File: src/rtl/can_pkg.sv
// Shared types, segment limits and config clamps for the CAN bit-timing sequencer.
package can_pkg;

    typedef enum logic [1:0] {
        BT_IDLE = 2'd0,
        BT_SYNC = 2'd1,
        BT_SEG1 = 2'd2,
        BT_SEG2 = 2'd3
    } bt_state_t;

    localparam int unsigned SEG1_MIN = 2;
    localparam int unsigned SEG1_MAX = 16;
    localparam int unsigned SEG2_MIN = 2;
    localparam int unsigned SEG2_MAX = 8;
    localparam int unsigned SJW_MAX  = 4;

    function automatic logic [4:0] clamp_seg1(input logic [4:0] v);
        if (v < 5'(SEG1_MIN)) return 5'(SEG1_MIN);
        if (v > 5'(SEG1_MAX)) return 5'(SEG1_MAX);
        return v;
    endfunction

    function automatic logic [3:0] clamp_seg2(input logic [3:0] v);
        if (v < 4'(SEG2_MIN)) return 4'(SEG2_MIN);
        if (v > 4'(SEG2_MAX)) return 4'(SEG2_MAX);
        return v;
    endfunction

endpackage

File: src/rtl/can_clk_gen.sv
// Time-quantum prescaler: one-cycle pulse every DIVISOR enabled clocks; count holds while disabled.
module can_clk_gen #(
    parameter int unsigned DIVISOR = 200
) (
    input  logic clock_in_i,
    input  logic reset_i,
    input  logic en_i,
    output logic pulse_o,
    output logic clk_o
);
    localparam int unsigned CntW = (DIVISOR > 1) ? $clog2(DIVISOR) : 1;
    localparam logic [CntW-1:0] CntMax  = CntW'(DIVISOR - 1);
    localparam logic [CntW-1:0] CntHalf = CntW'(DIVISOR / 2);

    logic [CntW-1:0] cnt_q, cnt_d;
    logic            clk_q, clk_d;

    always_comb begin
        cnt_d = cnt_q;
        if (en_i) begin
            cnt_d = (cnt_q == CntMax) ? '0 : cnt_q + CntW'(1);
        end
        clk_d = (cnt_d < CntHalf);
    end

    always_ff @(posedge clock_in_i or posedge reset_i) begin
        if (reset_i) begin
            cnt_q <= '0;
            clk_q <= 1'b0;
        end else begin
            cnt_q <= cnt_d;
            clk_q <= clk_d;
        end
    end

    assign pulse_o = en_i && (cnt_q == CntMax);
    assign clk_o   = clk_q;

endmodule

File: src/rtl/can_bit_timing_ctrl.sv
// CAN bit-timing sequencer: steps each bit through SYNC/SEG1/SEG2 on tq ticks, with hard sync
// and SJW-limited resynchronisation on recessive-to-dominant RX edges.
module can_bit_timing_ctrl
    import can_pkg::*;
#(
    parameter int unsigned TQ_DIVISOR = 200
) (
    input  logic       clock_in_i,
    input  logic       reset_i,
    input  logic       en_i,
    input  logic       rx_i,
    input  logic [4:0] seg1_i,
    input  logic [3:0] seg2_i,
    input  logic [1:0] sjw_i,
    input  logic       hard_sync_en_i,
    output logic       tq_tick_o,
    output logic       bit_start_o,
    output logic       sample_point_o,
    output logic       sampled_bit_o,
    output logic [1:0] state_o
);
    logic tq_pulse, tq_clk_unused, tq_tick;

    can_clk_gen #(.DIVISOR(TQ_DIVISOR)) u_tq_gen (
        .clock_in_i(clock_in_i),
        .reset_i   (reset_i),
        .en_i      (en_i),
        .pulse_o   (tq_pulse),
        .clk_o     (tq_clk_unused)
    );

    assign tq_tick = tq_pulse & en_i;

    bt_state_t  state_q, state_d;
    logic [4:0] tq_cnt_q, tq_cnt_d;
    logic [4:0] seg1_eff_q, seg1_eff_d;
    logic [3:0] seg2_eff_q, seg2_eff_d;
    logic [2:0] sjw_eff_q, sjw_eff_d;
    logic       edge_pend_q, edge_pend_d, edge_used_q, edge_used_d;
    logic       bit_start_q, bit_start_d, sample_point_q, sample_point_d;
    logic       sampled_bit_q, sampled_bit_d;
    logic       rx_meta_q, rx_sync_q, rx_prev_q;

    logic [4:0] seg1_cl;
    logic [3:0] seg2_cl;
    logic [2:0] sjw_cl;
    logic       edge_act, do_sync, latch_cfg;
    logic [5:0] seg1_len, seg1_adj;
    logic [3:0] seg2_len, phase_err;

    assign seg1_cl = clamp_seg1(seg1_i);
    assign seg2_cl = clamp_seg2(seg2_i);
    assign sjw_cl  = {1'b0, sjw_i} + 3'd1;

    always_comb begin
        state_d        = state_q;
        tq_cnt_d       = tq_cnt_q;
        seg1_eff_d     = seg1_eff_q;
        seg2_eff_d     = seg2_eff_q;
        sjw_eff_d      = sjw_eff_q;
        edge_used_d    = edge_used_q;
        sampled_bit_d  = sampled_bit_q;
        bit_start_d    = 1'b0;
        sample_point_d = 1'b0;
        edge_pend_d    = edge_pend_q | (rx_prev_q & ~rx_sync_q);
        edge_act       = 1'b0;
        do_sync        = 1'b0;
        latch_cfg      = 1'b0;
        seg1_len       = {1'b0, seg1_eff_q};
        seg1_adj       = '0;
        seg2_len       = seg2_eff_q;
        phase_err      = '0;

        if (!en_i) begin
            state_d     = BT_IDLE;
            tq_cnt_d    = '0;
            edge_pend_d = 1'b0;
        end else if (state_q == BT_IDLE) begin
            edge_pend_d = 1'b0;
            if (tq_tick) begin
                state_d     = BT_SYNC;
                tq_cnt_d    = '0;
                bit_start_d = 1'b1;
                latch_cfg   = 1'b1;
                edge_used_d = 1'b0;
            end
        end else if (tq_tick) begin
            // An edge detected in the same cycle as the tick still belongs to the ending tq.
            edge_act    = edge_pend_d & ~edge_used_q;
            edge_pend_d = 1'b0;
            if (edge_act) begin
                edge_used_d = 1'b1;
                if (hard_sync_en_i) begin
                    do_sync = 1'b1;
                end else if (state_q == BT_SEG1) begin
                    seg1_adj = {1'b0, tq_cnt_q} + 6'd1;
                    if (seg1_adj > {3'b0, sjw_eff_q}) seg1_adj = {3'b0, sjw_eff_q};
                    seg1_len = seg1_len + seg1_adj;
                end else if (state_q == BT_SEG2) begin
                    phase_err = seg2_eff_q - tq_cnt_q[3:0];
                    if (phase_err <= {1'b0, sjw_eff_q}) do_sync = 1'b1;
                    else seg2_len = seg2_eff_q - {1'b0, sjw_eff_q};
                end
            end

            if (do_sync) begin
                // The edge tq stands in for SYNC, so the new bit resumes directly in SEG1.
                state_d     = BT_SEG1;
                tq_cnt_d    = '0;
                bit_start_d = 1'b1;
                latch_cfg   = 1'b1;
            end else begin
                unique case (state_q)
                    BT_SYNC: begin
                        state_d  = BT_SEG1;
                        tq_cnt_d = '0;
                    end
                    BT_SEG1: begin
                        seg1_eff_d = seg1_len[4:0];
                        if ({1'b0, tq_cnt_q} == seg1_len - 6'd1) begin
                            state_d        = BT_SEG2;
                            tq_cnt_d       = '0;
                            sample_point_d = 1'b1;
                            sampled_bit_d  = rx_sync_q;
                        end else begin
                            tq_cnt_d = tq_cnt_q + 5'd1;
                        end
                    end
                    BT_SEG2: begin
                        seg2_eff_d = seg2_len;
                        if (tq_cnt_q == {1'b0, seg2_len} - 5'd1) begin
                            state_d     = BT_SYNC;
                            tq_cnt_d    = '0;
                            bit_start_d = 1'b1;
                            latch_cfg   = 1'b1;
                            edge_used_d = 1'b0;
                        end else begin
                            tq_cnt_d = tq_cnt_q + 5'd1;
                        end
                    end
                    default: ;
                endcase
            end
        end

        if (latch_cfg) begin
            seg1_eff_d = seg1_cl;
            seg2_eff_d = seg2_cl;
            sjw_eff_d  = sjw_cl;
        end
    end

    always_ff @(posedge clock_in_i or posedge reset_i) begin
        if (reset_i) begin
            state_q        <= BT_IDLE;
            tq_cnt_q       <= '0;
            seg1_eff_q     <= 5'(SEG1_MIN);
            seg2_eff_q     <= 4'(SEG2_MIN);
            sjw_eff_q      <= 3'd1;
            edge_pend_q    <= 1'b0;
            edge_used_q    <= 1'b0;
            bit_start_q    <= 1'b0;
            sample_point_q <= 1'b0;
            sampled_bit_q  <= 1'b1;
            rx_meta_q      <= 1'b1;
            rx_sync_q      <= 1'b1;
            rx_prev_q      <= 1'b1;
        end else begin
            state_q        <= state_d;
            tq_cnt_q       <= tq_cnt_d;
            seg1_eff_q     <= seg1_eff_d;
            seg2_eff_q     <= seg2_eff_d;
            sjw_eff_q      <= sjw_eff_d;
            edge_pend_q    <= edge_pend_d;
            edge_used_q    <= edge_used_d;
            bit_start_q    <= bit_start_d;
            sample_point_q <= sample_point_d;
            sampled_bit_q  <= sampled_bit_d;
            rx_meta_q      <= rx_i;
            rx_sync_q      <= rx_meta_q;
            rx_prev_q      <= rx_sync_q;
        end
    end

    assign tq_tick_o      = tq_tick;
    assign bit_start_o    = bit_start_q;
    assign sample_point_o = sample_point_q;
    assign sampled_bit_o  = sampled_bit_q;
    assign state_o        = state_q;

endmodule

File: config.mk
export PLATFORM = sky130hd
export DESIGN_NAME = can_bit_timing_ctrl
export DESIGN_NICKNAME = d
export VERILOG_FILES = /design/src/rtl/can_pkg.sv /design/src/rtl/can_clk_gen.sv /design/src/rtl/can_bit_timing_ctrl.sv
export SDC_FILE = /design/constraint.sdc
export NUM_CORES = 1
export LEC_CHECK = 0
export BUFFER_PORTS_ARGS = -buffer_cell sky130_fd_sc_hd__buf_4
export CAP_MARGIN = 20
export CORE_MARGIN = 1
export CORE_UTILIZATION = 35
export CTS_CLUSTER_DIAMETER = 40
export CTS_CLUSTER_SIZE = 40
export DETAILED_ROUTE_END_ITERATION = 10
export HOLD_SLACK_MARGIN = 0.12
export MAX_ROUTING_LAYER = met4
export PLACE_DENSITY_LB_ADDON = 0.2
export RECOVER_POWER = 50
export SLEW_MARGIN = 25
export SYNTH_ARGS = -nofsm -noshare
export SYNTH_HDL_FRONTEND = slang
export SYNTH_SLANG_ARGS = --single-unit
export TNS_END_PERCENT = 5
File: constraint.sdc
create_clock -name clock_in_i -period 13.4 [get_ports clock_in_i]
set_input_delay 1.34 -clock clock_in_i [delete_from_list [all_inputs] [get_ports clock_in_i]]
set_output_delay 1.34 -clock clock_in_i [all_outputs]
set_load 0.03 [all_outputs]
# After elaboration in Yosys (flattened, before gate mapping)
# Cells that the tools add are included.
[classes] n_eq_ne=12 n_addsub=9 n_bitwise=8 reduce_logical=12 n_mux=95 n_lt_le_gt_ge=6
[op_table] cell="5-bit two-way mux" count=17
[op_table] cell="6-bit two-way mux" count=13
[op_table] cell="4-bit two-way mux" count=18
[op_table] cell="1-bit two-way mux" count=37
[op_table] cell="5-bit one-hot mux with 3 select lines" count=1
[op_table] cell="2-bit two-way mux" count=7
[op_table] cell="5-bit by 3-bit inequality test with 1-bit output (second input constant)" count=2
[op_table] cell="5-bit AND reduction" count=2
[op_table] cell="8-bit by 1-bit adder with 8-bit output (second input constant)" count=1
[op_table] cell="8-bit equality test (second input constant)" count=1
[op_table] cell="8-bit two-way mux" count=1
[op_table] cell="2-bit nonzero test" count=4
[op_table] cell="5-bit by 1-bit adder with 6-bit output (second input constant)" count=1
[op_table] cell="5-bit by 6-bit adder with 6-bit output" count=1
[op_table] cell="5-bit by 6-bit equality test with 1-bit output" count=1
[op_table] cell="6-bit by 3-bit greater-than comparator with 1-bit output" count=1
[op_table] cell="6-bit by 1-bit inequality test with 1-bit output (second input constant)" count=1
[op_table] cell="2-bit one-hot mux with 3 select lines" count=1
[op_table] cell="6-bit AND reduction" count=1
[op_table] cell="6-bit by 1-bit subtractor with 6-bit output (second input constant)" count=1
[op_table] cell="5-bit by 1-bit adder with 5-bit output (second input constant)" count=1
[op_table] cell="5-bit equality test" count=1
[op_table] cell="5-bit greater-than comparator (second input constant)" count=1
[op_table] cell="5-bit by 2-bit < comparator with 1-bit output (second input constant)" count=1
[op_table] cell="other kinds (18)" count=26
[word_totals] elab_cells=156 inputBits=16 register_bits=35 out_inout_bits=6

# Depth between registers and ports, before layout
# Gate-level depths: netlist (run 1).
[logic_depth] word_depth=24 mapped_depth=21 depth_no_buf=21

# Cells and area by module
# From an unflattened synthesis (run 1), not the netlist that was laid out.
[unflattened] cells_unflattened=339 hier_area_um2=2976.6
[by_module_without_submodules] module="can_bit_timing_ctrl" cells_each=292 seq_area_each_um2=684.4 instances=1 area_each_um2=2506.2
[by_module_without_submodules] module="can_clk_gen" cells_each=47 seq_area_each_um2=225.2 instances=1 area_each_um2=470.5

# Worst setup path after synthesis (run 1)
# No wires, ideal clock.
[synth_path] kind="flip-flop to flip-flop" startpoint="reg tq_cnt_q[0]" endpoint="reg sampled_bit_q (netlist: sampled_bit_o)" stages_incl_launch_ff=20 required_time_ps=13318 slack_ps=8997 t_arrival_ps=4321 path_buffers=0 setup_ps=82 period_less_slack_ps=4403 cell_sequence="dfrtp_1 ha_1 ha_1 a21o_1 a21oi_1 a31oi_1 nor3_1 mux2i_1 ha_1 inv_1 fa_1 nand2b_1 a21oi_1 xor2_1 a21boi_0 xnor2_1 mux2i_1 nand3_1 nor2_1 mux2_2"
[synth_between] elab_chain_len=19 elab_cells_between_ends=30 cone_classes="add/sub (4); order compare (2); eq/ne (1); mux (21); bitwise (1); reduce/logical (1)"
[synth_lines] item="from (decl)" line="can_bit_timing_ctrl.sv:35" text="logic [4:0] tq_cnt_q, tq_cnt_d;"
[synth_lines] item="from (signal assigned)" line="can_bit_timing_ctrl.sv:170" text="tq_cnt_q <= tq_cnt_d;"
[synth_lines] item="5-bit by 1-bit adder with 6-bit output" line="can_bit_timing_ctrl.sv:96" text="seg1_adj = {1'b0, tq_cnt_q} + 6'd1;"
[synth_lines] item="6-bit by 3-bit greater-than comparator with 1-bit output" line="can_bit_timing_ctrl.sv:97" text="if (seg1_adj > {3'b0, sjw_eff_q}) seg1_adj = {3'b0, sjw_eff_q};"
[synth_lines] item="6-bit two-way mux" line="can_bit_timing_ctrl.sv:97"
[synth_lines] item="6-bit two-way mux" line="can_bit_timing_ctrl.sv:95" text="end else if (state_q == BT_SEG1) begin"
[synth_lines] item="6-bit two-way mux" line="can_bit_timing_ctrl.sv:93" text="if (hard_sync_en_i) begin"
[synth_lines] item="6-bit two-way mux" line="can_bit_timing_ctrl.sv:91" text="if (edge_act) begin"
[synth_lines] item="6-bit two-way mux" line="can_bit_timing_ctrl.sv:87" text="end else if (tq_tick) begin"
[synth_lines] item="6-bit two-way mux" line="can_bit_timing_ctrl.sv:78" text="end else if (state_q == BT_IDLE) begin"
[synth_lines] item="[3 not listed]"
[synth_lines] item="6-bit two-way mux" line="can_bit_timing_ctrl.sv:93"
[synth_lines] item="6-bit two-way mux" line="can_bit_timing_ctrl.sv:91"
[synth_lines] item="6-bit two-way mux" line="can_bit_timing_ctrl.sv:87"
[synth_lines] item="6-bit two-way mux" line="can_bit_timing_ctrl.sv:78"
[synth_lines] item="6-bit two-way mux" line="can_bit_timing_ctrl.sv:74" text="if (!en_i) begin"
[synth_lines] item="6-bit by 1-bit subtractor with 6-bit output" line="can_bit_timing_ctrl.sv:120" text="if ({1'b0, tq_cnt_q} == seg1_len - 6'd1) begin"
[synth_lines] item="5-bit by 6-bit equality test with 1-bit output" line="can_bit_timing_ctrl.sv:120"
[synth_lines] item="6-bit AND reduction (no source line) *"
[synth_lines] item="to (signal assigned)" line="can_bit_timing_ctrl.sv:178" text="sampled_bit_q <= sampled_bit_d;"
[synth_lines] item="to (decl)" line="can_bit_timing_ctrl.sv:41" text="logic sampled_bit_q, sampled_bit_d;"
# Every way passes the cells marked *; elsewhere a longest branch is shown, timed or not. The select of a mux whose other input is x is not followed.
# A chain may end at the register's enable or synchronous reset.

# Worst setup path in the final report (run 1)
# Ends and elaborated chain as after synthesis.

==> impl_results.md, run 1 <==
- Setup WS pre-CTS: 8510 ps
- CTS Root Cell: clkbuf_8
- Via count: 2442
- First-pass DRT Iterations: 4
- Post-DRT Antenna Nets: 0
- Critical path startpoint category: register
- Initial Utilization: 36.5%
- DIE WIDTH: 92.2 um
- Post-Place Cell Area: 3090 sq um
- GRT Resource Usage Total: 17.4%
- Design area: 3200 sq um
- Worst VDD drop: around 0.000053 V
- H-tree depth: 2
- RSZ-0062 raised after global routing: no
- Initial drt markers: 110
- Failing checks: capacitance limit, slew limit
- Largest cells by area after synthesis: dfrtp_1, ha_1, dfstp_2, nor2_1, nand2_1
- Worst slew margin: -29.3%
- Worst reg-to-reg path cell count: 19
- Fmax: between 200 and 250 MHz
- Clk Latency, worst-skew pair: 290 ps
- CP Capture Type: register
- # diodes: 0
- Pins Over Slew Limit: 36
- Synth-to-layout area growth: 12.3%
- Synth top cells by count: nor2_1, nand2_1, dfrtp_1
- Setup TNS: 0 ps
- Slowest stage delay, CP: between 500 and 600 ps
- Yosys Warn Count: 0
- Data arrival time of the worst path: 5120 ps
- Worst-Margin Slew: 1940 ps
- Pin count of the biggest net entering global routing: 36
- Period Utilization, post-route: 36.6%
- Count leader, synth: nor2_1
- Final hold violations: 0
- Part of the Yosys area used for sequential elements: 31.1%
- Status: finished, violations left
- Crit-path max FO: 10
- Slowest-stage cell, CP: dfrtp_1
- WL final: 6620 um
- Critical path type: register to register
- Total grt overflow: 0
- Gates resized, CTS repair: 0
- Most used flip-flop cell after synthesis: dfrtp_1
- CTS sink cnt: 35
- Leak pwr: 1.38 nW
- Asr flop ratio synth: 100%
- Number of global-route vias before repair: 2370
- Core area: about 7800 sq um
- Post-detailed-route via-to-cell ratio: about 5.4
- Final Skew: 8.19 ps
- Critical Path RT: 13610 ps
- Share of layout cells above drive strength 1: 14.4%
- Drt drc: 0
- Post-synthesis cell type count: 63
- Antenna violations before repair: 0
- # setup viols final: 0
- Hold buffers post-CTS: 0
- Clk slew on worst S/H paths: 70 ps
- # Post-CTS Setup Buffers: 0
- Port bufs: 21
- Num CTS Buffers: 5
- I/O pin total: 22
- Nets: 388
- Hold Path Depth: 0
- Worst-path cell chain: ha_1 > xor2_1 > ha_1 > a21oi_1 > a31oi_1 > nor3_1 > mux2i_1 > ha_1 > inv_1 > fa_1 > nand2b_1 > a21oi_1 > xor2_1 > a21boi_0 > xnor2_1 > mux2i_1 > nand3_1 > nor2_1 > mux2_2
- EDFF count, synth: 0
- Avg Cell Area, Syn: 8.70 sq um
- Gpl congestion: 0.848
- Top cell type's share of synthesized area: 24.6%
- Syn Inst Count: 327
- DIE HEIGHT: between 90 and 100 um
- Setup WS post-layout: around 8500 ps
- FF+latch count, synth: 35
- Cell area after synthesis: 2850 sq um
- CTS tree: built
- Row count: 32
- Power Dens Cells: 76.1 nW/um^2
- Tmin final: 4910 ps
- Wirelength per Cell: 14.7 um
- First-pass GRT wire length: 11400 um
- Area leader, netlist: dfrtp_1
- Hpwl dp: about 5000 um
- Hold Crit Class: register to register
- Max-Cap Viols: 1
- Most used cell, CP: ha_1
- Clock tree buffer depth: 2
- Die area: 8500 sq um
[where the power goes]
part / internal, W / switching [W] / total [W]
clock: 0.0000555 / 0.0000404 / 0.0000959
sequential: 0.000115 / 0.00000802 / 0.000123
combinational: 0.0000121 / 0.0000123 / 0.0000244
[cell type report]
cell class                 instances  area (sq um)
inverter                          19          71.3
clock inverter                     2          37.5
multi-input combinational        264          1850
tap                              102           128
clock buffer                       6          72.6
sequential                        35           885
timing repair buffer              22           158
fill                             778          4610
[path summary, 6_finish.rpt]
kind                                          from                             to  slack, ps
max reg2reg                tq_cnt_q[0]$_DFFE_PP0P_      sampled_bit_o$_DFFE_PP1P_       8490
min reg2reg                    rx_meta_q$_DFF_PP1_            rx_sync_q$_DFF_PP1_        360
max                        tq_cnt_q[0]$_DFFE_PP0P_      sampled_bit_o$_DFFE_PP1P_       8490
max in group asynchronous                  reset_i       sjw_eff_q[2]$_DFFE_PP0N_      10540
min                            rx_meta_q$_DFF_PP1_            rx_sync_q$_DFF_PP1_        360
min in group asynchronous                  reset_i  u_tq_gen.cnt_q[6]$_DFFE_PP0P_       1750
[flip-flops by register name (all words and copies together) (netlist names), 2 cells and up]
register and flops:
seg2_eff_q 4, u_tq_gen.cnt_q 8, sjw_eff_q 3, state_o 2, tq_cnt_q 5, seg1_eff_q 5
[critical path: cells and delay by family, from the launching register on]
family	cells	cell delay (ps)
simple gates	4	800
flops	1	560
mux	3	910
buf+inv	1	50
compound gates	4	770
fa+ha+maj	4	1150
xor+xnor	3	610
[layer usage]
metal,up-vias,routed length [um],global-route usage (%)
met5,-,0,-
met4,0,136,6.12
li1,1225,-,-
met2,39,2930,26.8
met3,12,215,2.32
met1,1166,3340,23.5
[through the flow]
stage / total power, W / hold slack, ps / std cells / util (%)
after CTS: 0.000247 / 362 / 450 / 41.0
after detailed placement: 0.000150 / 351 / 442 / 39.6
after global placement: 0.000149 / 346 / 442 / 39.6
final: 0.000243 / 364 / 450 / 40.9
after floorplan: 0.000140 / 345 / 328 / -
after global routing: 0.000255 / 371 / 450 / 40.9
[layout by cell type, fill, tap and decap left out, types with 7 or more instances in the layout]
cell,count
inv_1,19
xnor2_1,7
dfrtp_1,28
a21oi_1,16
xor2_1,12
nand2_1,30
nor3_1,8
buf_4,18
nand3_1,10
ha_1,22
mux2i_1,7
o21ai_0,14
o21ai_1,7
nor2_1,31
[logic make-up (layout without fill, tap and decap cells)]
group,after synthesis,after routing,synth area share (%)
AND/OR/NAND/NOR,122,122,22.5
AO/OA/AOI/OAI,84,84,19.8
flip-flops,35,35,31.1
buffers and inverters,29,49,4.22
adder cells (fa/ha/maj),25,25,11.8
XOR/XNOR,20,20,6.42
multiplexers,11,11,4.04
other,1,2,0.132
Power figures use the tool's default switching activity.
==> run 2: changes to the inputs <==
clock period = 4.7 ns   (was 13.4 ns; I/O delays follow)
==> impl_results.md, run 2 (synthesis results as in run 1) <==
- Placed insts: 449 (was 442)
- Number of global-route vias before repair: 2353 (was 2370)
- DIE WIDTH: 92.2 um (unchanged)
- WL met2: 3120 um (was 2930 um)
- R2r setup slk: 320 ps (was 8490 ps)
- First-pass DRT Iterations: 4 (unchanged)
- CTS sink cnt: 35 (unchanged)
- Slowest stage delay, CP: 420 ps (was 560 ps)
- Combinational Power Share: 10.0% (about the same)
- Port bufs: 21 (unchanged)
- Seq pwr share: 49.3% (was 50.5%)
- RSZ-0062 raised after global routing: yes (was no)
- CTS Root Cell: clkbuf_8 (unchanged)
- Critical path startpoint category: register (unchanged)
- Clock tree buffer depth: 2 (unchanged)
- Worst min-delay path startpoint: rx_i (was rx_meta_q$_DFF_PP1_)
- Initial Utilization: 36.5% (unchanged)
- CP Capture Type: register (unchanged)
- Largest registers: u_tq_gen.cnt_q: 8 flops, seg1_eff_q: 5 flops, tq_cnt_q: 5 flops (unchanged)
- Critical Path RT: 4890 ps (was 13610 ps)
- Metal-1 WL: 3380 um (was 3340 um)
- Status: finished, violations left (unchanged)
- Most common cell after layout, fill and taps aside: nand2_1 (was nor2_1)
- Switching share of power: 26.2% (was 25.0%)
- Int Power: 0.000524 W (was 0.000182 W)
- Pin count of the biggest net entering global routing: 36 (unchanged)
- Die area: 8500 sq um (unchanged)
- First-pass GRT wire length: 11600 um (was 11400 um)
- Num CTS Buffers: 5 (unchanged)
- # Post-CTS Setup Buffers: 0 (unchanged)
- H-tree depth: 2 (unchanged)
- Fmax: 228 MHz (was 204 MHz)
- Synth-to-layout area growth: 15.6% (was 12.3%)
- Core area: 7810 sq um (unchanged)
- Hpwl dp: 5200 um (was 5060 um)
- Share of layout cells above drive strength 1: 18.9% (was 14.4%)
- WL final: 6800 um (was 6620 um)
- Period Utilization, post-route: 93.3% (was 36.6%)
- Met3 wire length: 242 um (was 215 um)
- Initial drt markers: 159 (was 110)
- Top reg by flops: u_tq_gen.cnt_q (unchanged)
- Worst reg-to-reg path cell count: 18 (was 19)
- Final Skew: 7.77 ps (was 8.19 ps)
- Gpl congestion: 0.869 (was 0.848)
- Nets: 395 (was 388)
- DIE HEIGHT: 92.2 um (unchanged)
- Max reg flops: 8 (unchanged)
- # diodes: 0 (unchanged)
- Setup WS pre-CTS: 168 ps (was 8510 ps)
- Failing checks: capacitance limit, slew limit (unchanged)
- Sw Pwr: 0.000186 W (was 0.0000607 W)
- Worst-path cell chain: buf_4 > ha_1 > inv_1 > fa_1 > xor2_1 > ha_1 > nand3_1 > o21ai_0 > o22a_2 > nor3_2 > nor2_1 > ha_1 > xnor2_1 > a311o_1 > nor4b_4 > nand3_1 > and3_1 > a211o_1 (was ha_1 > xor2_1 > ha_1 > a21oi_1 > a31oi_1 > nor3_1 > mux2i_1 > ha_1 > inv_1 > fa_1 > nand2b_1 > a21oi_1 > xor2_1 > a21boi_0 > xnor2_1 > mux2i_1 > nand3_1 > nor2_1 > mux2_2)
- Pins Over Slew Limit: 36 (unchanged)
- Power share of the clock group: 40.7% (was 39.4%)
- Wirelength per Cell: 14.9 um (was 14.7 um)
- End point of the critical path: seg2_eff_q[3]$_DFFE_PP0P_ (was sampled_bit_o$_DFFE_PP1P_)
- Max-Cap Viols: 1 (unchanged)
- Drt drc: 0 (unchanged)
- RR Endpoint: seg2_eff_q[3]$_DFFE_PP0P_ (was sampled_bit_o$_DFFE_PP1P_)
- Clk Latency, worst-skew pair: 290 ps (about the same)
- Slowest-stage cell, CP: nor4b_4 (was dfrtp_1)
- Power Dens Cells: 216 nW/um^2 (was 76.1 nW/um^2)
- Via count: 2483 (was 2442)
- Most frequent cells in the layout: nand2_1, nor2_1, dfrtp_1 (was nor2_1, nand2_1, dfrtp_1)
- Worst-Margin Slew: 1970 ps (was 1940 ps)
- Critical path type: register to register (unchanged)
- Clk slew on worst S/H paths: 80 ps (was 70 ps)
- # setup viols final: 0 (unchanged)
- Total grt overflow: 0 (unchanged)
- Data arrival time of the worst path: 4570 ps (was 5120 ps)
- Post-DRT Antenna Nets: 0 (unchanged)
- Worst slew margin: -31.5% (was -29.3%)
- Row count: 32 (unchanged)
- Leak pwr: 1.43 nW (was 1.38 nW)
- Final hold violations: 0 (unchanged)
- Most used cell, CP: ha_1 (unchanged)
- Setup WS post-layout: 315 ps (was 8490 ps)
- Worst VDD drop: 0.000179 V (was 0.0000535 V)
- Worst setup path start: tq_cnt_q[0]$_DFFE_PP0P_ (unchanged)
- CTS tree: built (unchanged)
- Hold Crit Class: input port to register (was register to register)
- Finished Layout Cells: 457 (was 450)
- DR top layer: met4 (unchanged)
- Crit-path max FO: 9 (was 10)
- I/O pin total: 22 (unchanged)
- Tmin final: 4380 ps (was 4910 ps)
- Antenna violations before repair: 0 (unchanged)
- Post-detailed-route via-to-cell ratio: 5.43 (about the same)
- GRT Resource Usage Total: 17.8% (was 17.4%)
- Reg-to-Reg Start: tq_cnt_q[0]$_DFFE_PP0P_ (unchanged)
==> run 2: cell count changes in the layout (fill, tap and decap cells not counted), sizes merged <==
cell      delta
buf          +8
inv          +1
clkinvlp     -1
clkbuf       -2
clkinv       +1
==> run 2: through the flow <==
step | cell area, sq um | hold WS, ps | TNS (ps) | total power (W) | utilization [%]
2_1_floorplan | 2850 | 345 | 0 | 0.000400 | -
5_1_grt | 3290 | 266 | -68.0 | 0.000743 | 42.2
3_5_place_dp | 3150 | 348 | 0 | 0.000427 | 40.3
6_report | 3290 | 277 | 0 | 0.000710 | 42.2
4_1_cts | 3260 | 268 | 0 | 0.000719 | 41.8
3_3_place_gp | 3150 | 346 | 0 | 0.000425 | 40.3
==> run 2: cell type report <==
cell class              count  area [sq um]
clock inverters             3          47.5
well taps                 102           128
flip-flops and latches     35           885
multi-input cells         264          1880
fillers                   814          4520
repair buffers             29           214
clock buffers               5          68.8
inverters                  19          71.3
==> run 2: repair_timing <==
action                     4_1_cts  5_1_grt
setup endpoints to repair        0       16
resized for setup                0        9
hold buffers                     0        0
==> run 2: power groups by stage <==
stage	sequential [W]	clock, W	combinational [W]
after global placement	0.000355	0	0.0000693
after CTS	0.000351	0.000297	0.0000719
after global routing	0.000355	0.000309	0.0000793
final	0.000350	0.000289	0.0000708
after floorplan	0.000351	0	0.0000486
after detailed placement	0.000356	0	0.0000718
==> run 2: routing by layer <==
| metal | GRT usage (%) | up-vias |
|---|---|---|
| met5 | - | - |
| met4 | 4.04 | 0 |
| met3 | 3.07 | 6 |
| met2 | 27.7 | 46 |
| met1 | 24.3 | 1194 |
| li1 | - | 1237 |
==> run 2: worst max-delay path, delay by kind of cell, from the launching register on <==
| family | cells | cell delay [ps] |
|---|---|---|
| and+or+nand+nor | 6 | 1350 |
| adders and majority gates | 4 | 1120 |
| buffers and inverters | 2 | 230 |
| xor gates and xnor gates | 2 | 290 |
| DFF | 1 | 360 |
| AOI/OAI and AO/OA | 4 | 940 |
==> run 2: worst min-delay path by stage <==
stage / end / slack, ps / cells after the start
after floorplan: rx_sync_q$_DFF_PP1_ / 350 / 0
after global routing: rx_meta_q$_DFF_PP1_ / 270 / 1
final: rx_meta_q$_DFF_PP1_ / 280 / 1
after global placement: rx_sync_q$_DFF_PP1_ / 350 / 0
after detailed placement: rx_sync_q$_DFF_PP1_ / 350 / 0
after CTS: rx_meta_q$_DFF_PP1_ / 270 / 1
